File: config.mk
export PLATFORM = sky130hd
export DESIGN_NAME = pc_unit_flat
export DESIGN_NICKNAME = d
export VERILOG_FILES = /design/src/rtl/pc_unit_pkg.sv /design/src/rtl/pc_unit_if.sv /design/src/rtl/pc_unit_bus_req_reg.sv /design/src/rtl/pc_unit.sv /design/src/flat_wrapper.sv
export SDC_FILE = /design/constraint.sdc
export NUM_CORES = 1
export LEC_CHECK = 0
export ABC_AREA = 1
export BUFFER_PORTS_ARGS = -buffer_cell sky130_fd_sc_hd__buf_2
export CAP_MARGIN = 20
export CORE_ASPECT_RATIO = 1.75
export CORE_MARGIN = 2
export CORE_UTILIZATION = 55
export CTS_BUF_LIST = sky130_fd_sc_hd__clkbuf_4 sky130_fd_sc_hd__clkbuf_8
export CTS_CLUSTER_DIAMETER = 200
export DETAILED_ROUTE_END_ITERATION = 10
export PLACE_DENSITY = 0.86
export SLEW_MARGIN = 20
export SYNTH_ARGS = -nofsm -noshare
export SYNTH_HDL_FRONTEND = slang
export SYNTH_SLANG_ARGS = --single-unit
File: constraint.sdc
create_clock -name clk -period 2.23 [get_ports clk]
set_clock_uncertainty 0.1 [all_clocks]
set_input_delay 0 -clock clk [delete_from_list [all_inputs] [get_ports clk]]
set_output_delay 0 -clock clk [all_outputs]
set_load 0.02 [all_outputs]
File: src/rtl/pc_unit_pkg.sv
// Shared types and constants for the rysy program-counter unit.
package rysyPkg;

    typedef enum logic [2:0] {
        PC_ALU = 3'd0,
        PC_P4  = 3'd1,
        PC_M4  = 3'd2,
        PC_OLD = 3'd3,
        PC_EPC = 3'd4
    } pc_sel_t;

    typedef enum logic {
        MEM_PC  = 1'b0,
        MEM_ALU = 1'b1
    } mem_sel_t;

    typedef enum logic {
        IDLE = 1'b0,
        BUSY = 1'b1
    } req_state_t;

    localparam logic [31:0] DEFAULT_RESET_VEC = 32'h0000_0000;
    localparam logic [31:0] DEFAULT_TRAP_VEC  = 32'h0000_0010;

endpackage

File: src/rtl/pc_unit_if.sv
// Memory request port: registered address with a valid/ready handshake.
interface pc_unit_if #(
    parameter int XLEN = 32
);
    logic [XLEN-1:0] addr;
    logic            valid;
    logic            ready;

    modport master (
        output addr,
        output valid,
        input  ready
    );

    modport slave (
        input  addr,
        input  valid,
        output ready
    );
endinterface

File: src/rtl/pc_unit_bus_req_reg.sv
// Request FSM for the memory port: registers bus address/valid and derives stall.
module bus_req_reg
    import rysyPkg::*;
#(
    parameter int XLEN = 32
) (
    input  logic            clk,
    input  logic            rst,
    input  logic            go,
    input  logic [XLEN-1:0] addr,
    pc_unit_if.master       bus,
    output logic            stall
);

    req_state_t      state_r;
    req_state_t      state_next_s;
    logic [XLEN-1:0] addr_r;
    logic [XLEN-1:0] addr_next_s;

    // State and address registers; reset abandons any in-flight request.
    always_ff @(posedge clk or posedge rst) begin
        if (rst) begin
            state_r <= IDLE;
            addr_r  <= '0;
        end else begin
            state_r <= state_next_s;
            addr_r  <= addr_next_s;
        end
    end

    // Next state: a ready BUSY cycle can reissue immediately, so there is no bubble.
    always_comb begin
        state_next_s = state_r;
        addr_next_s  = addr_r;
        case (state_r)
            IDLE: begin
                if (go) begin
                    state_next_s = BUSY;
                    addr_next_s  = addr;
                end else begin
                    state_next_s = IDLE;
                end
            end
            BUSY: begin
                if (bus.ready) begin
                    if (go) begin
                        state_next_s = BUSY;
                        addr_next_s  = addr;
                    end else begin
                        state_next_s = IDLE;
                    end
                end else begin
                    state_next_s = BUSY;
                end
            end
            default: begin
                state_next_s = IDLE;
            end
        endcase
    end

    assign bus.addr  = addr_r;
    assign bus.valid = (state_r == BUSY);
    // Combinational so the PC freezes in the same cycle the bus refuses.
    assign stall     = (state_r == BUSY) & ~bus.ready;

endmodule

File: src/rtl/pc_unit.sv
// Program counter, next-PC mux and misaligned-target trap for the rysy core.
// Optional feature macro: PC_UNIT_MISALIGN_TRAP_EN (trap on misaligned PC_ALU targets).
module pc_unit
    import rysyPkg::*;
#(
    parameter int              XLEN      = 32,
    parameter logic [XLEN-1:0] RESET_VEC = XLEN'(DEFAULT_RESET_VEC),
    parameter logic [XLEN-1:0] TRAP_VEC  = XLEN'(DEFAULT_TRAP_VEC)
) (
    input  logic            clk,
    input  logic            rst,
    input  logic [2:0]      pc_sel,
    input  logic            mem_sel,
    input  logic            req,
    input  logic [XLEN-1:0] alu_out,
    pc_unit_if.master       bus,
    output logic            stall,
    output logic [XLEN-1:0] pc,
    output logic            trap,
    output logic [XLEN-1:0] epc,
    output logic [XLEN-1:0] badaddr
);

    logic [XLEN-1:0] pc_r;
    logic [XLEN-1:0] epc_r;
    logic [XLEN-1:0] badaddr_r;
    logic            trap_r;
    logic [XLEN-1:0] pc_next_s;
    logic [XLEN-1:0] alu_target_s;
    logic [XLEN-1:0] req_addr_s;
    logic            misalign_s;
    logic            trap_take_s;
    logic            advance_s;
    logic            req_go_s;
    logic            stall_s;

    assign advance_s = ~stall_s;

`ifdef PC_UNIT_MISALIGN_TRAP_EN
    assign alu_target_s = alu_out;
    assign misalign_s   = (pc_sel == PC_ALU) && (alu_out[1:0] != 2'b00);
`else
    // Without trapping, jump targets are forced onto a word boundary.
    assign alu_target_s = {alu_out[XLEN-1:2], 2'b00};
    assign misalign_s   = 1'b0;
`endif

    // Next-PC selection; a trap overrides the select and only fires in advance cycles.
    always_comb begin
        pc_next_s   = pc_r;
        trap_take_s = 1'b0;
        if (advance_s) begin
            case (pc_sel)
                PC_ALU:  pc_next_s = alu_target_s;
                PC_P4:   pc_next_s = pc_r + XLEN'(32'd4);
                PC_M4:   pc_next_s = pc_r - XLEN'(32'd4);
                PC_OLD:  pc_next_s = pc_r;
                PC_EPC:  pc_next_s = epc_r;
                default: pc_next_s = pc_r;
            endcase
            if (misalign_s) begin
                trap_take_s = 1'b1;
                pc_next_s   = TRAP_VEC;
            end else begin
                trap_take_s = 1'b0;
            end
        end else begin
            pc_next_s   = pc_r;
            trap_take_s = 1'b0;
        end
    end

    // PC, trap pulse and fault-record registers.
    always_ff @(posedge clk or posedge rst) begin
        if (rst) begin
            pc_r      <= RESET_VEC;
            epc_r     <= '0;
            badaddr_r <= '0;
            trap_r    <= 1'b0;
        end else begin
            pc_r   <= pc_next_s;
            trap_r <= trap_take_s;
            if (trap_take_s) begin
                epc_r     <= pc_r;
                badaddr_r <= alu_out;
            end else begin
                epc_r     <= epc_r;
                badaddr_r <= badaddr_r;
            end
        end
    end

    // Request address uses the pre-update PC; a trap cancels the request.
    assign req_addr_s = (mem_sel == MEM_PC) ? pc_r : alu_out;
    assign req_go_s   = req & ~trap_take_s;

    bus_req_reg #(
        .XLEN (XLEN)
    ) u_bus_req_reg (
        .clk   (clk),
        .rst   (rst),
        .go    (req_go_s),
        .addr  (req_addr_s),
        .bus   (bus),
        .stall (stall_s)
    );

    assign stall   = stall_s;
    assign pc      = pc_r;
    assign trap    = trap_r;
    assign epc     = epc_r;
    assign badaddr = badaddr_r;

endmodule

File: src/flat_wrapper.sv
// flat-port wrapper written by rule: the top's interface ports become plain ports
module pc_unit_flat import rysyPkg::*;
#(
    parameter int              XLEN      = 32,
    parameter logic [XLEN-1:0] RESET_VEC = XLEN'(DEFAULT_RESET_VEC),
    parameter logic [XLEN-1:0] TRAP_VEC  = XLEN'(DEFAULT_TRAP_VEC)
)
  (clk, rst, pc_sel, mem_sel, req, alu_out, stall, pc, trap, epc, badaddr, bus_addr, bus_valid, bus_ready);
  pc_unit_if #(.XLEN(XLEN)) bus_i ();
  input  logic clk;
  input  logic rst;
  input  logic [2:0] pc_sel;
  input  logic mem_sel;
  input  logic req;
  input  logic [XLEN-1:0] alu_out;
  output logic stall;
  output logic [XLEN-1:0] pc;
  output logic trap;
  output logic [XLEN-1:0] epc;
  output logic [XLEN-1:0] badaddr;
  output wire logic [$bits(bus_i.addr)-1:0] bus_addr;
  output wire logic [$bits(bus_i.valid)-1:0] bus_valid;
  input wire logic [$bits(bus_i.ready)-1:0] bus_ready;
  assign bus_addr = bus_i.addr;
  assign bus_valid = bus_i.valid;
  assign bus_i.ready = bus_ready;
  pc_unit #(.XLEN(XLEN), .RESET_VEC(RESET_VEC), .TRAP_VEC(TRAP_VEC)) u_core (.clk(clk), .rst(rst), .pc_sel(pc_sel), .mem_sel(mem_sel), .req(req), .alu_out(alu_out), .bus(bus_i), .stall(stall), .pc(pc), .trap(trap), .epc(epc), .badaddr(badaddr));
endmodule
=== Yosys cells after proc, flatten, opt, wreduce, memory -nomap -nowiden ===
Cells that the tools add are included.

* Flip-flop bits (word level): 65
* Input bits: 40
* Output and inout bits: 131
* Word-level logic and storage cells: 24

* $add $sub $neg: 2
* Eq/ne operators: 4
* Mux-type cells: 8
* Bitwise logic cells: 4
* Reductions and logical operators: 3

{| class="wikitable"
|+ Operator list
! operator !! count
|-
| case mux 32 bit (4 select lines) || 1
|-
| 2-to-1 mux 32 bit || 3
|-
| case mux 32 bit (2 select lines) || 1
|-
| adder 32 x 3 -> 32 bit, second input constant || 1
|-
| subtractor 32 x 3 -> 32 bit, second input constant || 1
|-
| nonzero test 4 bit || 1
|-
| equality test 3 x 1 -> 1 bit, second input constant || 1
|-
| equality test 3 x 2 -> 1 bit, second input constant || 1
|-
| equality test 3 bit, second input constant || 1
|-
| logical NOT 3 bit || 1
|-
| NOT 1 bit || 3
|-
| 2-to-1 mux 1 bit || 2
|-
| inequality test 2 bit, second input constant || 1
|-
| case mux 1 bit (2 select lines) || 1
|-
| AND reduction 2 bit || 1
|-
| bitwise AND 1 bit || 1
|}

=== Depth between registers and ports, before layout ===
Gate-level depths: netlist of the first run.

* Word-level depth: 4
* Gate-level depth with buffers: 17
* Depth with buffers taken out: 17

=== Cells and area by module ===
A second synthesis of the first run with hierarchy kept.

* Cell total of the unflattened synthesis: 894
* Area total of the unflattened synthesis: 5945.7 µm²

{| class="wikitable"
|+ By module, submodules not included
! module !! instances !! cells each !! area each (µm²) !! seq. area each (µm²)
|-
| pc_unit || 1 || 749 || 4605.7 || 750.7
|-
| bus_req_reg || 1 || 145 || 1340.0 || 825.8
|}

=== Worst setup path before layout of the first run ===
OpenSTA, ideal clock, no wires.

* Path kind: input port to flip-flop
* Start point: in pc_sel[2]
* End point: reg u_core.pc_r[20] (netlist: u_core.pc[20])
* Library setup time: 0.117 ns
* Arrival time: 1.874 ns
* Required time: 2.013 ns
* Path slack: 0.140 ns
* Cell stages on the path: 14
* Path buffers: 0
* Path through: inv_1 > nand3_1 > inv_1 > ha_1 > nand2_2 > inv_1 > a21oi_2 > nand3_2 > nand2_1 > nand3b_1 > nand3_1 > nand2_1 > nand2_1 > nand2_1

* Cells in the longest elaborated chain, start to end: 3
* Elaborated cells between the ends (all ways): 7
* Those cells by class: eq/ne (3); mux (1); reduce/logical (3)

{| class="wikitable"
|+ RTL lines
! element !! line !! source
|-
| from (decl) || flat_wrapper.sv:12 || <nowiki>input logic [2:0] pc_sel;</nowiki>
|-
| equality test 3 x 1 -> 1 bit (tied with other cells) || pc_unit.sv:53 || <nowiki>case (pc_sel)</nowiki>
|-
| nonzero test 4 bit (no line) || n/a ||
|-
| AND reduction 2 bit (no line) || n/a ||
|-
| to (signal assigned) || pc_unit.sv:81 || <nowiki>pc_r <= pc_next_s;</nowiki>
|-
| to (decl) || pc_unit.sv:24 || <nowiki>logic [XLEN-1:0] pc_r;</nowiki>
|}

Parallel ways exist; a longest one is shown, timed or not.
A chain may end at the register's enable or synchronous reset.

=== Worst setup path in the final report of the first run ===
* Start point: reg u_core.pc_r[18] (netlist: u_core.pc[18])
* End point: reg u_core.pc_r[28] (netlist: u_core.pc[28])

* Cells in the longest elaborated chain, start to end: 2
* Elaborated cells between the ends (all ways): 3
* Those cells by class: add/sub (2); mux (1)

{| class="wikitable"
|+ RTL lines
! element !! line
|-
| subtractor 32 x 3 -> 32 bit or adder 32 x 3 -> 32 bit (tied branches) || pc_unit.sv:56, pc_unit.sv:55
|-
| case mux 32 bit (4 select lines) * || pc_unit.sv:53
|}

Mark *: on every way between the ends. The rest lies on a longest branch, timed or not.

==> flow_summary.html, run 1 <==
<table>
<tr><th>Metric</th><th>Value</th></tr>
<tr><th colspan="2">Setup path</th></tr>
<tr><td>Kind of capture point of the worst setup path</td><td>flip-flop</td></tr>
<tr><td>Sort of element at the start of the critical path</td><td>flip-flop</td></tr>
<tr><td>Reg2reg setup slack</td><td>-7 ps</td></tr>
<tr><td>Maximum fanout along the worst path</td><td>3</td></tr>
<tr><td>Worst Path Class, Setup</td><td>reg -&gt; reg</td></tr>
<tr><td>Required arrival time at the worst endpoint</td><td>2430 ps</td></tr>
<tr><td>Arrival time of the worst setup path</td><td>2430 ps</td></tr>
<tr><th colspan="2">Synth</th></tr>
<tr><td>Cell taking the most area after synthesis</td><td>dfrtp_1</td></tr>
<tr><td>Post-synthesis cell type count</td><td>39</td></tr>
<tr><td>Sequential area share after synthesis</td><td>0.271</td></tr>
<tr><td>Cell types occupying the most area after synthesis</td><td>dfrtp_1 (27%), nand2_1 (15%), buf_4 (9.2%)</td></tr>
<tr><td>Area share of the largest cell type after synthesis</td><td>0.271</td></tr>
<tr><td>Average size of a mapped cell</td><td>approximately 6.5 sq um</td></tr>
<tr><td>Netlist Area Pre-Place</td><td>0.00582 sq mm</td></tr>
<tr><td>Number of standard cells after synthesis</td><td>~900</td></tr>
<tr><td>Synth warnings</td><td>0</td></tr>
<tr><td>FF+latch count, synth</td><td>63</td></tr>
<tr><th colspan="2">Clock tree</th></tr>
<tr><td>CTS root buf</td><td>clkbuf_8</td></tr>
<tr><td>CTS H-tree depth</td><td>3</td></tr>
<tr><td>Clock tree from TritonCTS</td><td>yes</td></tr>
<tr><td>Later-pin clock latency in the skew report</td><td>between 300 and 400 ps</td></tr>
<tr><td>Clock sink count</td><td>between 60 and 70</td></tr>
<tr><td>Num CTS Buffers</td><td>9</td></tr>
<tr><td>Clock-pin slew of the registers on the worst-case setup and hold paths</td><td>80 ps</td></tr>
<tr><td>CTS Buffer Depth</td><td>2</td></tr>
<tr><th colspan="2">Place</th></tr>
<tr><td>Placed insts</td><td>1137</td></tr>
<tr><td>Worst-case setup slack after placement</td><td>1.86 ps</td></tr>
<tr><td>Placed instance area</td><td>0.00647 sq mm</td></tr>
<tr><td>GP Congestion</td><td>1.02</td></tr>
<tr><td>Port buffer count</td><td>103</td></tr>
<tr><td>Final HPWL DP</td><td>around 13000 um</td></tr>
<tr><th colspan="2">Layout</th></tr>
<tr><td># nets final</td><td>about 1100</td></tr>
<tr><td>Layout cells sized above 1</td><td>0.226</td></tr>
<tr><td>Layout Cells excl Fill</td><td>1196</td></tr>
<tr><td>Final antenna diode count</td><td>0</td></tr>
<tr><td>Core occupancy in the finished layout</td><td>0.695</td></tr>
<tr><td>Final instance area</td><td>about 0.0072 sq mm</td></tr>
<tr><td>Synth-to-layout area growth</td><td>22.9%</td></tr>
<tr><td>Fill cell count</td><td>861</td></tr>
<tr><th colspan="2">Route</th></tr>
<tr><td>Count of routing violations after the opening detailed-route iteration</td><td>509</td></tr>
<tr><td>Length of the first detailed-routing pass in iterations</td><td>5</td></tr>
<tr><td>Detail-routed via count per cell</td><td>5.31</td></tr>
<tr><td>Final routed DRC violation total</td><td>0</td></tr>
<tr><td>Mean routed wirelength per cell</td><td>15.1 um</td></tr>
<tr><td>Remaining antenna violation count after routing</td><td>0</td></tr>
<tr><td>Total via count after detailed routing</td><td>6352</td></tr>
<tr><td>Routed wire length</td><td>~18000 um</td></tr>
<tr><th colspan="2">Global route</th></tr>
<tr><td>Initial antenna violation count</td><td>0</td></tr>
<tr><td>Total overflow reported by the global router</td><td>0</td></tr>
<tr><td>Largest net degree at the start of global routing</td><td>63</td></tr>
<tr><td>First-pass GRT wire length</td><td>28700 um</td></tr>
<tr><td>Number of global-route vias before repair</td><td>6117</td></tr>
<tr><td>Overall global routing resource usage</td><td>0.325</td></tr>
<tr><th colspan="2">Job</th></tr>
<tr><td>Number of violations of the max-capacitance limit</td><td>0</td></tr>
<tr><th colspan="2">STA</th></tr>
<tr><td>Final setup violation count</td><td>1</td></tr>
<tr><td>Worst setup slack after layout</td><td>-7.47 ps</td></tr>
<tr><td>Max-slew headroom</td><td>0.570</td></tr>
<tr><td>Final hold vios</td><td>0</td></tr>
<tr><td>Slew at the pin with the worst max-slew slack</td><td>644 ps</td></tr>
<tr><td>Post-route worst hold slack</td><td>134 ps</td></tr>
<tr><td>Time the final worst path needs with I/O delays and setup</td><td>roughly 2200 ps</td></tr>
<tr><td>Final period util</td><td>1.00</td></tr>
<tr><td>Max Clk Rate</td><td>447 MHz</td></tr>
<tr><td>Slew Limit Fails</td><td>0</td></tr>
<tr><th colspan="2">Pwr</th></tr>
<tr><td>Leakage power</td><td>4.08 nW</td></tr>
<tr><td>Power per unit of standard cell area</td><td>between 700 and 800 mW/mm^2</td></tr>
<tr><td>Peak supply drop</td><td>0.533 mV</td></tr>
<tr><th colspan="2">Floorplan</th></tr>
<tr><td>Effective utilization at floorplan</td><td>0.565</td></tr>
<tr><td>Die X</td><td>81.8 um</td></tr>
<tr><td>IO Count</td><td>171</td></tr>
<tr><td>Site Rows</td><td>49</td></tr>
<tr><td>Floorplan core area</td><td>0.0103 sq mm</td></tr>
<tr><td>Die height</td><td>140 um</td></tr>
<tr><td>Area of the die</td><td>between 0.01 and 0.015 sq mm</td></tr>
<tr><th colspan="2">Outcome</th></tr>
<tr><td>Failing checks</td><td>negative setup slack</td></tr>
<tr><td>Run status</td><td>finished with violations</td></tr>
<tr><th colspan="2">Worst hold path</th></tr>
<tr><td>Hold crit path type</td><td>in -&gt; reg</td></tr>
</table>
==> cells in the final DEF (no fill, tap or decap), types with 2 or more instances in the layout <==
cell type      count
mux2i_1           12
and2_1             2
inv_2              7
a21oi_2           12
clkinv_2           3
clkbuf_8           9
conb_1            67
nand2_2           15
nand3b_1           3
o21bai_2           2
buf_2            103
nand3_1           34
dfrtp_1           60
a31oi_1           10
a21oi_1           70
nor2_2             9
a22oi_1            2
nand3_2           11
or2_2              3
dfrtp_2            3
inv_1            130
nand4_1            5
inv_4              2
o21ai_1           14
nor2_1            86
nand2_1          237
nor2_4             3
o21bai_1           2
ha_4               4
nor3_1             2
buf_12             3
ha_1              23
dlygate4sd3_1     37
o21ai_0           26
buf_4             44
==> logic make-up (layout without fill, tap and decap cells) <==
group,after synthesis,after routing,synth area share
compound gates,141,141,0.136
mux,12,12,0.0206
xor+xnor,1,1,0.00151
other cells,1,67,0.000644
flops,63,63,0.271
buf+inv,229,343,0.199
simple gates,413,413,0.308
fa+ha+maj,29,29,0.0636
==> worst max-delay path: stages, from the launching register on <==
cell and delay, ps:
dfrtp_1 420, ha_1 360, buf_4 170, nand2_1 130
inv_1 100, a21oi_1 230, nand2_1 110, a21oi_1 210
nand2_1 80, nand2_1 60, nand3_1 70, a21oi_1 130
==> metal layers <==
layer / vias up / GRT usage / wire length [um] / part of all wire
met3: 112 / 0.0573 / 1140 / 0.063
li1: 3007 / - / - / -
met2: 344 / 0.586 / 9460 / 0.52
met5: - / 0 / 0 / 0
met4: 0 / 0.214 / 1410 / 0.078
met1: 2889 / 0.325 / 6100 / 0.34
==> flip-flops by register name (all words and copies together) (netlist names) <==
register and cells:
u_core.pc 30, u_core.u_bus_req_reg.bus.valid 1, u_core.u_bus_req_reg.bus.addr 32
==> cells in the mapped netlist <==
cell type / count
o21ai_0: 26
and2_1: 2
nor3_1: 2
nand2_4: 1
mux2i_1: 12
o21bai_2: 2
nor3_2: 1
buf_2: 9
inv_4: 2
clkbuf_1: 7
nand2_2: 14
xor2_1: 1
a21oi_4: 1
clkinv_1: 1
nand4_1: 5
nor2_2: 9
nand3b_1: 3
dfrtp_1: 63
nand3_1: 34
nor2_4: 2
a21o_1: 1
nand2_1: 238
a31oi_1: 10
inv_2: 6
fa_1: 1
buf_6: 2
a211oi_1: 1
buf_4: 71
conb_1: 1
o21ai_1: 14
o21bai_1: 2
nor2_1: 87
a21oi_1: 73
nand3_2: 12
a21oi_2: 9
inv_1: 131
a22oi_1: 2
ha_1: 28
or2_2: 3
==> timing repair <==
action	CTS	global route
endpoints found under the hold margin	89	0
setup buffers	0	6
hold buffers	37	0
gates resized for setup	1	15
setup endpoints to repair	1	12
pin swaps	0	1
==> worst paths after layout <==
path,from,end,cells after the start
setup / recovery,u_core.pc[18],u_core.pc[28],11
hold / removal,pc_sel[2],u_core.pc[21],7
setup reg to reg,u_core.pc[18],u_core.pc[28],11
hold reg to reg,u_core.u_bus_req_reg.bus.addr[6],u_core.u_bus_req_reg.bus.addr[6],2
max in group asynchronous,rst,u_core.pc[2],4
min in group asynchronous,rst,u_core.u_bus_req_reg.bus.addr[20],3
==> per-stage QoR <==
stage / total power (W) / setup TNS [ps]
final: 0.00531 / -7.47
after global routing: 0.00563 / -114
after CTS: 0.00516 / 0
after detailed placement: 0.00408 / 0
after global placement: 0.00403 / 0
after floorplan: 0.00329 / 0
==> layout make-up <==
type                    instances  area (sq um)  area share
clock buffers                  10           131      0.0184
multi-input cells             663          3420       0.477
inverters                     140           531      0.0742
clock inverters                 6          61.3     0.00857
well taps                     127           159      0.0222
repair buffers                187          1280       0.178
flip-flops and latches         63          1580       0.221
==> report_power, final <==
part           switching, W  internal [W]  total, W  leakage [nW]
Combinational       0.00171      0.000975   0.00268          3.28
Sequential         0.000215       0.00137   0.00158         0.705
Clock              0.000513      0.000525   0.00104        0.0994
(Power assumes the default switching activity.)
==> inputs of run 2 (changes only) <==
--- a/config.mk
+++ b/config.mk
@@ -15,6 +15,7 @@
 export CTS_CLUSTER_DIAMETER = 200
 export DETAILED_ROUTE_END_ITERATION = 10
 export PLACE_DENSITY = 0.86
+export SETUP_SLACK_MARGIN = 0.4
 export SLEW_MARGIN = 20
 export SYNTH_ARGS = -nofsm -noshare
 export SYNTH_HDL_FRONTEND = slang
==> flow_summary.html, run 2 (synthesized netlist as in run 1, its figures left out) <==
<table>
<tr><th>Metric</th><th>Value</th></tr>
<tr><th colspan="2">Outcome</th></tr>
<tr><td>Run status</td><td>finished clean</td></tr>
<tr><th colspan="2">Worst hold path</th></tr>
<tr><td>Hold crit path type</td><td>in -&gt; reg</td></tr>
<tr><td>Startpoint of the most critical hold path</td><td>mem_sel</td></tr>
<tr><td>Worst Hold End</td><td>u_core.u_bus_req_reg.bus.addr[30]</td></tr>
<tr><td>Hold Path Cell Cnt</td><td>3 (-4)</td></tr>
<tr><th colspan="2">Setup path</th></tr>
<tr><td>RR Endpoint</td><td>u_core.pc[26]</td></tr>
<tr><td>Kind of capture point of the worst setup path</td><td>flip-flop</td></tr>
<tr><td>Required arrival time at the worst endpoint</td><td>2400 ps (-30 ps)</td></tr>
<tr><td>Standard cell with the maximum stage delay on the critical path</td><td>fa_2</td></tr>
<tr><td>Worst Path Class, Setup</td><td>reg -&gt; reg</td></tr>
<tr><td>Sort of element at the start of the critical path</td><td>flip-flop</td></tr>
<tr><td>Worst Reg2Reg Path Length in Cells</td><td>11 (unchanged)</td></tr>
<tr><td>FF-to-FF Start</td><td>u_core.pc[2]</td></tr>
<tr><td>Worst path cell trace</td><td>inv_2 -&gt; fa_2 -&gt; inv_2 -&gt; nand3_2 -&gt; nand3_4 -&gt; nand2_2 -&gt; nand2_1 -&gt; nand2_2 -&gt; nand4_1 -&gt; nand3_1 -&gt; a21oi_1</td></tr>
<tr><td>Arrival time of the worst setup path</td><td>2250 ps (-180 ps)</td></tr>
<tr><td>Maximum fanout along the worst path</td><td>4 (+1)</td></tr>
<tr><td>Reg2reg setup slack</td><td>150 ps (+160 ps)</td></tr>
<tr><td>Biggest cell delay along the critical path</td><td>400 ps (-20 ps)</td></tr>
<tr><th colspan="2">Pwr</th></tr>
<tr><td>Sequential cell fraction of total power</td><td>0.264 (-0.035)</td></tr>
<tr><td>Power per unit of standard cell area</td><td>732 mW/mm^2 (-1.3%)</td></tr>
<tr><td>Cell internal pwr</td><td>0.00313 W (+9.0%)</td></tr>
<tr><td>Sw power</td><td>0.00290 W (+19%)</td></tr>
<tr><td>Leakage power</td><td>4.34 nW (+6.1%)</td></tr>
<tr><td>Peak supply drop</td><td>0.415 mV (-22%)</td></tr>
<tr><td>Sw frac</td><td>0.481 (+0.0216)</td></tr>
<tr><td>Clock network fraction of design power</td><td>0.156 (-0.040)</td></tr>
<tr><td>Fraction of power consumed by combinational cells</td><td>0.580 (+0.074)</td></tr>
<tr><th colspan="2">Clock tree</th></tr>
<tr><td>Clock sink count</td><td>63 (unchanged)</td></tr>
<tr><td>Num CTS Buffers</td><td>9 (unchanged)</td></tr>
<tr><td>CTS H-tree depth</td><td>3 (unchanged)</td></tr>
<tr><td>Later-pin clock latency in the skew report</td><td>370 ps (about the same)</td></tr>
<tr><td>CTS Buffer Depth</td><td>2 (unchanged)</td></tr>
<tr><td>Clock tree from TritonCTS</td><td>yes</td></tr>
<tr><td>CTS root buf</td><td>clkbuf_8</td></tr>
<tr><td>Clock-pin slew of the registers on the worst-case setup and hold paths</td><td>90 ps (about the same)</td></tr>
<tr><th colspan="2">Global route</th></tr>
<tr><td>Number of global-route vias before repair</td><td>6390 (+4.5%)</td></tr>
<tr><td>Total overflow reported by the global router</td><td>0 (unchanged)</td></tr>
<tr><td>Largest net degree at the start of global routing</td><td>33 (-48%)</td></tr>
<tr><td>Overall global routing resource usage</td><td>0.329 (+0.00361)</td></tr>
<tr><td>First-pass GRT wire length</td><td>29200 um (+2.1%)</td></tr>
<tr><td>Initial antenna violation count</td><td>0 (unchanged)</td></tr>
<tr><th colspan="2">Floorplan</th></tr>
<tr><td>Area of the die</td><td>0.0115 sq mm (unchanged)</td></tr>
<tr><td>Die height</td><td>140 um (unchanged)</td></tr>
<tr><td>Effective utilization at floorplan</td><td>0.565 (unchanged)</td></tr>
<tr><td>IO Count</td><td>171 (unchanged)</td></tr>
<tr><td>Floorplan core area</td><td>0.0103 sq mm (unchanged)</td></tr>
<tr><td>Die X</td><td>81.8 um (unchanged)</td></tr>
<tr><td>Site Rows</td><td>49 (unchanged)</td></tr>
<tr><th colspan="2">STA</th></tr>
<tr><td>Final hold vios</td><td>0 (unchanged)</td></tr>
<tr><td>Slew Limit Fails</td><td>0 (unchanged)</td></tr>
<tr><td>Final period util</td><td>0.933 (-0.0705)</td></tr>
<tr><td>Worst setup slack after layout</td><td>150 ps (+157 ps)</td></tr>
<tr><td>Final setup violation count</td><td>0 (-1)</td></tr>
<tr><td>Slew at the pin with the worst max-slew slack</td><td>610 ps (-34.4 ps)</td></tr>
<tr><td>Max Clk Rate</td><td>481 MHz (+7.6%)</td></tr>
<tr><td>Setup repair after global routing missed its margin</td><td>true</td></tr>
<tr><td>Time the final worst path needs with I/O delays and setup</td><td>2080 ps (-157 ps)</td></tr>
<tr><td>Max-slew headroom</td><td>0.593 (+0.0230)</td></tr>
<tr><th colspan="2">Place</th></tr>
<tr><td>GP Congestion</td><td>0.988 (-2.9%)</td></tr>
<tr><td>Final HPWL DP</td><td>12900 um (-3.8%)</td></tr>
<tr><td>Port buffer count</td><td>103 (unchanged)</td></tr>
<tr><td>Worst-case setup slack after placement</td><td>-4.30 ps (-6.16 ps)</td></tr>
<tr><th colspan="2">Layout</th></tr>
<tr><td>Commonest cells after routing, fill and taps aside</td><td>nand2_1 (163), inv_1 (113), buf_2 (103)</td></tr>
<tr><td>Flip-flop count of the largest register after layout</td><td>32 (unchanged)</td></tr>
<tr><td>Core occupancy in the finished layout</td><td>0.799 (+0.104)</td></tr>
<tr><td>Final antenna diode count</td><td>0 (unchanged)</td></tr>
<tr><td>Fill cell count</td><td>669 (-22%)</td></tr>
<tr><td># nets final</td><td>1153 (+1.8%)</td></tr>
<tr><td>Most frequent standard cell in the layout excluding fill and tap cells</td><td>nand2_1</td></tr>
<tr><td>Synth-to-layout area growth</td><td>41.4%</td></tr>
<tr><td>Layout cells sized above 1</td><td>0.394 (+0.168)</td></tr>
<tr><th colspan="2">Route</th></tr>
<tr><td>Routed wire length</td><td>21000 um (+16%)</td></tr>
<tr><td>Length of the first detailed-routing pass in iterations</td><td>6 (+1)</td></tr>
<tr><td>Detail-routed via count per cell</td><td>5.56 (+4.7%)</td></tr>
<tr><td>Mean routed wirelength per cell</td><td>17.3 um (+14%)</td></tr>
<tr><td>Remaining antenna violation count after routing</td><td>0 (unchanged)</td></tr>
<tr><td>Count of routing violations after the opening detailed-route iteration</td><td>459 (-9.8%)</td></tr>
<tr><td>Total via count after detailed routing</td><td>6755 (+6.3%)</td></tr>
<tr><td>Final routed DRC violation total</td><td>0 (unchanged)</td></tr>
<tr><th colspan="2">Job</th></tr>
<tr><td>Number of violations of the max-capacitance limit</td><td>0 (unchanged)</td></tr>
</table>
## run 2: cell types whose count changed in the layout (fill, tap and decap cells not counted), moves of 10 or more
cell / delta
nand2_1: -74
inv_2: +14
ha_4: +23
nor2_4: +10
a21oi_1: -12
inv_1: -17
buf_4: +14
nand2_4: +26
ha_1: -22
nor2_1: -15
nand2_2: +48
## run 2: area by class of cell
type                       count  area [sq um]  area share
multi-input combinational    663          4300       0.523
sequential                    63          1590       0.193
timing repair buffer         207          1470       0.178
inverter                     140           539      0.0655
tap                          127           159      0.0193
clock buffer                   9           124      0.0151
clock inverter                 6          46.3     0.00562
## run 2: critical path: cells and delay by family (launching register included)
family                   cells  cell delay [ps]
buffers and inverters        2              190
AO/OA/AOI/OAI                1              190
flip-flops                   1              370
AND/OR/NAND/NOR              7              720
adder cells (fa/ha/maj)      1              400
## run 2: power by group through the flow
stage	clock, W	sequential, W	combinational (W)
floorplan	0	0.00184	0.00147
global placement	0	0.00158	0.00231
detailed placement	0	0.00159	0.00235
CTS	0.000921	0.00157	0.00297
global route	0.000969	0.00161	0.00371
finish	0.000939	0.00159	0.00350
## run 2: worst max path at each step
stage / from / to / slack [ps] / depth (start not counted)
floorplan: pc_sel[2] / u_core.pc[20] / 190 / 14
global placement: pc_sel[1] / u_core.pc[19] / 1 / 17
detailed placement: pc_sel[1] / u_core.pc[19] / -4 / 17
CTS: u_core.pc[3] / u_core.pc[18] / 340 / 12
global route: u_core.pc[2] / u_core.pc[26] / 40 / 11
finish: u_core.pc[2] / u_core.pc[26] / 150 / 11
## run 2: per-stage QoR
stage,setup TNS [ps],hold slack (ps),total power (W),cells,cell area (sq um)
floorplan,0,38.6,0.00330,955,6100
global placement,0,-7.04,0.00389,1120,6390
detailed placement,-8.12,-0.244,0.00394,1120,6390
CTS,0,100,0.00546,1207,7700
global route,0,139,0.00629,1215,8230
finish,0,95.2,0.00603,1215,8230
## run 2: metal layers
metal	share of wire	global-route usage	up-vias
li1	-	-	3043
met1	0.32	0.323	3097
met2	0.51	0.584	445
met3	0.071	0.0509	170
met4	0.095	0.256	0
met5	0	0	-
## run 2: repair_timing
item | in CTS | in global routing
setup buffers | 36 | 8
endpoints found under the hold margin | 83 | 0
gates cloned | 0 | 0
hold buffers | 36 | 0
pin swaps | 20 | 73
endpoints found under the setup margin | 24 | 23
gates resized for setup | 101 | 132
==> inputs of run 3 (changes only) <==
--- a/config.mk
+++ b/config.mk
@@ -5,16 +5,16 @@
 export SDC_FILE = /design/constraint.sdc
 export NUM_CORES = 1
 export LEC_CHECK = 0
-export ABC_AREA = 1
 export BUFFER_PORTS_ARGS = -buffer_cell sky130_fd_sc_hd__buf_2
 export CAP_MARGIN = 20
 export CORE_ASPECT_RATIO = 1.75
 export CORE_MARGIN = 2
-export CORE_UTILIZATION = 55
+export CORE_UTILIZATION = 52
 export CTS_BUF_LIST = sky130_fd_sc_hd__clkbuf_4 sky130_fd_sc_hd__clkbuf_8
 export CTS_CLUSTER_DIAMETER = 200
 export DETAILED_ROUTE_END_ITERATION = 10
-export PLACE_DENSITY = 0.86
+export PLACE_DENSITY = 0.85
+export RECOVER_POWER = 25
 export SETUP_SLACK_MARGIN = 0.4
 export SLEW_MARGIN = 20
 export SYNTH_ARGS = -nofsm -noshare
==> flow_summary.html, run 3 <==
<table>
<tr><th>Metric</th><th>Value</th></tr>
<tr><th colspan="2">Synth</th></tr>
<tr><td>Netlist Area Pre-Place</td><td>0.00481 sq mm (-17%)</td></tr>
<tr><td>FF+latch count, synth</td><td>63 (unchanged)</td></tr>
<tr><td>Average size of a mapped cell</td><td>8.68 sq um (+33%)</td></tr>
<tr><td>Main combinational cell family by area after synthesis</td><td>compound AO/OA/AOI/OAI gates</td></tr>
<tr><td>Area share of and/or/nand/nor cells after synthesis</td><td>0.140 (-0.168)</td></tr>
<tr><td>Cell types occupying the most area after synthesis</td><td>dfrtp_1 (33%), buf_4 (10%), ha_1 (7.3%)</td></tr>
<tr><td>Fraction of synthesized cell area in xor and xnor cells</td><td>0.0492 (+0.0477)</td></tr>
<tr><td>Post-synthesis mux area share</td><td>0.0624 (+0.0418)</td></tr>
<tr><td>Sequential area share after synthesis</td><td>0.328 (+0.0569)</td></tr>
<tr><td>Most frequently used cell type in the post-synthesis netlist</td><td>nor2_1</td></tr>
<tr><td>Area share of the largest cell type after synthesis</td><td>0.328 (+0.0569)</td></tr>
<tr><td>Predominant post-synthesis flop cell</td><td>dfrtp_1</td></tr>
<tr><td>Share of synthesized cell area in full adder, half adder and majority cells</td><td>0.0770 (+0.0134)</td></tr>
<tr><td>Cell taking the most area after synthesis</td><td>dfrtp_1</td></tr>
<tr><td>Synth Area in Compound Gates</td><td>0.215 (+0.0788)</td></tr>
<tr><td>Number of standard cells after synthesis</td><td>554 (-38%)</td></tr>
<tr><td>Share of flip-flops with an asynchronous set or reset after synthesis</td><td>1.00 (unchanged)</td></tr>
<tr><td>Post-synthesis cell type count</td><td>51 (+31%)</td></tr>
<tr><td>Synth warnings</td><td>0 (unchanged)</td></tr>
<tr><td>Top cell types by occurrence after synthesis</td><td>nor2_1 (87), buf_4 (67), dfrtp_1 (63)</td></tr>
<tr><td>Number of enable flip-flop cells after synthesis</td><td>0 (unchanged)</td></tr>
<tr><th colspan="2">Setup path</th></tr>
<tr><td>Biggest cell delay along the critical path</td><td>540 ps (+140 ps)</td></tr>
<tr><td>Kind of capture point of the worst setup path</td><td>flip-flop</td></tr>
<tr><td>Most Frequent Cell on Critical Path</td><td>a31oi_2</td></tr>
<tr><td>Worst Path Buf+Inv</td><td>0 (-2)</td></tr>
<tr><td>Maximum fanout along the worst path</td><td>3 (-1)</td></tr>
<tr><td>Kind of cell adding the most delay to the critical path</td><td>compound AO/OA/AOI/OAI gates</td></tr>
<tr><td>Worst path cell trace</td><td>ha_4 -&gt; nand3_4 -&gt; or4_4 -&gt; a211oi_2 -&gt; a31oi_2 -&gt; a31oi_2 -&gt; o41ai_2 -&gt; xnor2_1 -&gt; a221oi_1 -&gt; nor2_1</td></tr>
<tr><td>Reg2reg setup slack</td><td>-430 ps (-580 ps)</td></tr>
<tr><td>Sort of element at the start of the critical path</td><td>flip-flop</td></tr>
<tr><td>Required arrival time at the worst endpoint</td><td>2380 ps (-20 ps)</td></tr>
<tr><td>Worst Path Class, Setup</td><td>reg -&gt; reg</td></tr>
<tr><td>Arrival time of the worst setup path</td><td>2810 ps (+560 ps)</td></tr>
<tr><td>Standard cell with the maximum stage delay on the critical path</td><td>or4_4</td></tr>
<tr><th colspan="2">Floorplan</th></tr>
<tr><td>Site Rows</td><td>46 (-6.1%)</td></tr>
<tr><td>Effective utilization at floorplan</td><td>0.532 (-0.0328)</td></tr>
<tr><td>Area of the die</td><td>0.0101 sq mm (-12%)</td></tr>
<tr><td>Floorplan core area</td><td>0.00904 sq mm (-12%)</td></tr>
<tr><td>IO Count</td><td>171 (unchanged)</td></tr>
<tr><td>Die height</td><td>131 um (-6.3%)</td></tr>
<tr><td>Die X</td><td>76.7 um (-6.2%)</td></tr>
<tr><th colspan="2">STA</th></tr>
<tr><td>Max-slew headroom</td><td>0.419 (-0.173)</td></tr>
<tr><td>Final hold vios</td><td>0 (unchanged)</td></tr>
<tr><td>Final period util</td><td>1.19 (+0.259)</td></tr>
<tr><td>Worst setup slack after layout</td><td>-427 ps (-577 ps)</td></tr>
<tr><td>Slew at the pin with the worst max-slew slack</td><td>871 ps (+261 ps)</td></tr>
<tr><td>Slew Limit Fails</td><td>0 (unchanged)</td></tr>
<tr><td>Max Clk Rate</td><td>376 MHz (-22%)</td></tr>
<tr><td>Post-route worst hold slack</td><td>92.8 ps (-2.33 ps)</td></tr>
<tr><td>Setup repair after global routing missed its margin</td><td>true</td></tr>
<tr><td>Final setup violation count</td><td>24 (+24)</td></tr>
<tr><td>Summed negative setup slack over all endpoints</td><td>-7260 ps (-7260 ps)</td></tr>
<tr><td>Time the final worst path needs with I/O delays and setup</td><td>2660 ps (+577 ps)</td></tr>
<tr><th colspan="2">Layout</th></tr>
<tr><td>Multi-input combinational cell area</td><td>0.00350 sq mm (-19%)</td></tr>
<tr><td>Final antenna diode count</td><td>0 (unchanged)</td></tr>
<tr><td>Commonest cells after routing, fill and taps aside</td><td>buf_4 (115), nor2_1 (83), conb_1 (67)</td></tr>
<tr><td>Flip-flop count of the largest register after layout</td><td>32 (unchanged)</td></tr>
<tr><td>Most frequent standard cell in the layout excluding fill and tap cells</td><td>buf_4</td></tr>
<tr><td>Layout cells sized above 1</td><td>0.382 (-0.0123)</td></tr>
<tr><td>FF/Latch Area</td><td>0.00158 sq mm (-0.94%)</td></tr>
<tr><td>Synth-to-layout area growth</td><td>54.0%</td></tr>
<tr><td>Fill cell count</td><td>536 (-20%)</td></tr>
<tr><td># nets final</td><td>886 (-23%)</td></tr>
<tr><th colspan="2">Place</th></tr>
<tr><td>GP Congestion</td><td>0.928 (-6.1%)</td></tr>
<tr><td>Port buffer count</td><td>103 (unchanged)</td></tr>
<tr><td>Final HPWL DP</td><td>10700 um (-17%)</td></tr>
<tr><th colspan="2">Global route</th></tr>
<tr><td>Largest net degree at the start of global routing</td><td>64 (+94%)</td></tr>
<tr><td>Overall global routing resource usage</td><td>0.325 (-0.00334)</td></tr>
<tr><td>Number of global-route vias before repair</td><td>5446 (-15%)</td></tr>
<tr><td>First-pass GRT wire length</td><td>26000 um (-11%)</td></tr>
<tr><td>Total overflow reported by the global router</td><td>0 (unchanged)</td></tr>
<tr><td>Initial antenna violation count</td><td>0 (unchanged)</td></tr>
<tr><th colspan="2">Clock tree</th></tr>
<tr><td>Num CTS Buffers</td><td>9 (unchanged)</td></tr>
<tr><td>CTS H-tree depth</td><td>3 (unchanged)</td></tr>
<tr><td>CTS Buffer Depth</td><td>2 (unchanged)</td></tr>
<tr><td>CTS root buf</td><td>clkbuf_8</td></tr>
<tr><td>Clock sink count</td><td>63 (unchanged)</td></tr>
<tr><td>Clock tree from TritonCTS</td><td>yes</td></tr>
<tr><td>Clock-pin slew of the registers on the worst-case setup and hold paths</td><td>80 ps (about the same)</td></tr>
<tr><td>Later-pin clock latency in the skew report</td><td>370 ps (about the same)</td></tr>
<tr><th colspan="2">Route</th></tr>
<tr><td>Length of the first detailed-routing pass in iterations</td><td>4 (-2)</td></tr>
<tr><td>Remaining antenna violation count after routing</td><td>0 (unchanged)</td></tr>
<tr><td>Final routed DRC violation total</td><td>0 (unchanged)</td></tr>
<tr><td>Count of routing violations after the opening detailed-route iteration</td><td>385 (-16%)</td></tr>
<tr><td>Routed wire length</td><td>18300 um (-13%)</td></tr>
<tr><td>Mean routed wirelength per cell</td><td>19.5 um (+13%)</td></tr>
<tr><td>Total via count after detailed routing</td><td>5483 (-19%)</td></tr>
<tr><td>Detail-routed via count per cell</td><td>5.82 (+4.7%)</td></tr>
<tr><th colspan="2">Outcome</th></tr>
<tr><td>Run status</td><td>finished with violations</td></tr>
<tr><td>Failing checks</td><td>negative setup slack</td></tr>
<tr><th colspan="2">Pwr</th></tr>
<tr><td>Leakage power</td><td>3.55 nW (-18%)</td></tr>
<tr><td>Peak supply drop</td><td>0.503 mV (+21%)</td></tr>
<tr><td>Power per unit of standard cell area</td><td>792 mW/mm^2 (+8.2%)</td></tr>
<tr><th colspan="2">Job</th></tr>
<tr><td>Number of violations of the max-capacitance limit</td><td>0 (unchanged)</td></tr>
<tr><th colspan="2">Worst hold path</th></tr>
<tr><td>Hold crit path type</td><td>in -&gt; reg</td></tr>
</table>
-- run 3: changes by cell type after synthesis, moves of 12 or more --
cell / previous run / this run
nand3_1: 34 / 11
nand2_1: 238 / 19
nand2_2: 14 / 0
inv_1: 131 / 10
a221oi_1: 0 / 20
a21oi_1: 73 / 58
a21o_1: 1 / 20
nand3_2: 12 / 0
mux2i_1: 12 / 30
xnor2_1: 0 / 16
-- run 3: cell type report --
| cell class | count | area share |
|---|---|---|
| inverter | 10 | 0.00557 |
| sequential | 63 | 0.213 |
| multi-input combinational | 460 | 0.473 |
| clock buffer | 10 | 0.0186 |
| timing repair buffer | 273 | 0.262 |
| tap | 120 | 0.0203 |
| clock inverter | 6 | 0.00811 |
-- run 3: tightest hold or removal path, cell delays in order --
cell and delay (ps):
buf_2 120, buf_12 190, nand3_1 100, o21ai_0 90
-- run 3: final timing paths --
kind / from / end / cells past startpoint
max: u_core.pc[20] / u_core.pc[28] / 10
min: mem_sel / u_core.u_bus_req_reg.bus.addr[1] / 4
max reg2reg: u_core.pc[20] / u_core.pc[28] / 10
min reg2reg: u_core.u_bus_req_reg.bus.addr[18] / u_core.u_bus_req_reg.bus.addr[18] / 2
max in group asynchronous: rst / u_core.pc[20] / 4
min in group asynchronous: rst / u_core.u_bus_req_reg.bus.addr[5] / 4
-- run 3: kinds of logic after synthesis --
family	count (synthesis)
flip-flops	63
AND/OR/NAND/NOR	152
XOR/XNOR	27
adder cells (fa/ha/maj)	29
AO/OA/AOI/OAI	155
buffers and inverters	97
other	1
multiplexers	30
-- run 3: repair_timing --
item / 4_1_cts / 5_1_grt
pin swaps: 43 / 45
resized for setup: 60 / 54
setup endpoints to repair: 26 / 27
setup buffers: 14 / 10
hold buffers: 35 / 0
hold endpoints to repair: 126 / 0
-- run 3: metal layers --
layer	vias up	wire (um)	track usage
li1	2388	-	-
met1	2659	6260	0.306
met2	318	9980	0.630
met3	118	872	0.0577
met4	0	1240	0.193
met5	-	0	0
-- run 3: stage by stage --
step           setup WS [ps]  cells  power [W]  area, sq um   util
5_1_grt                 -532    942    0.00611         7410  0.820
4_1_cts                 -391    932    0.00547         7090  0.785
3_3_place_gp            -538    867    0.00408         6170  0.683
6_report                -427    942    0.00587         7410  0.820
3_5_place_dp            -648    867    0.00416         6170  0.683
2_1_floorplan           -753    620    0.00317         5190      -
-- run 3: where the power goes --
part           leakage [nW]  switching (W)  total, W  internal, W
logic                  2.73        0.00182   0.00325      0.00142
clock network        0.0981       0.000499   0.00104     0.000540
registers             0.718       0.000207   0.00158      0.00137
total                  3.55        0.00253   0.00587      0.00334
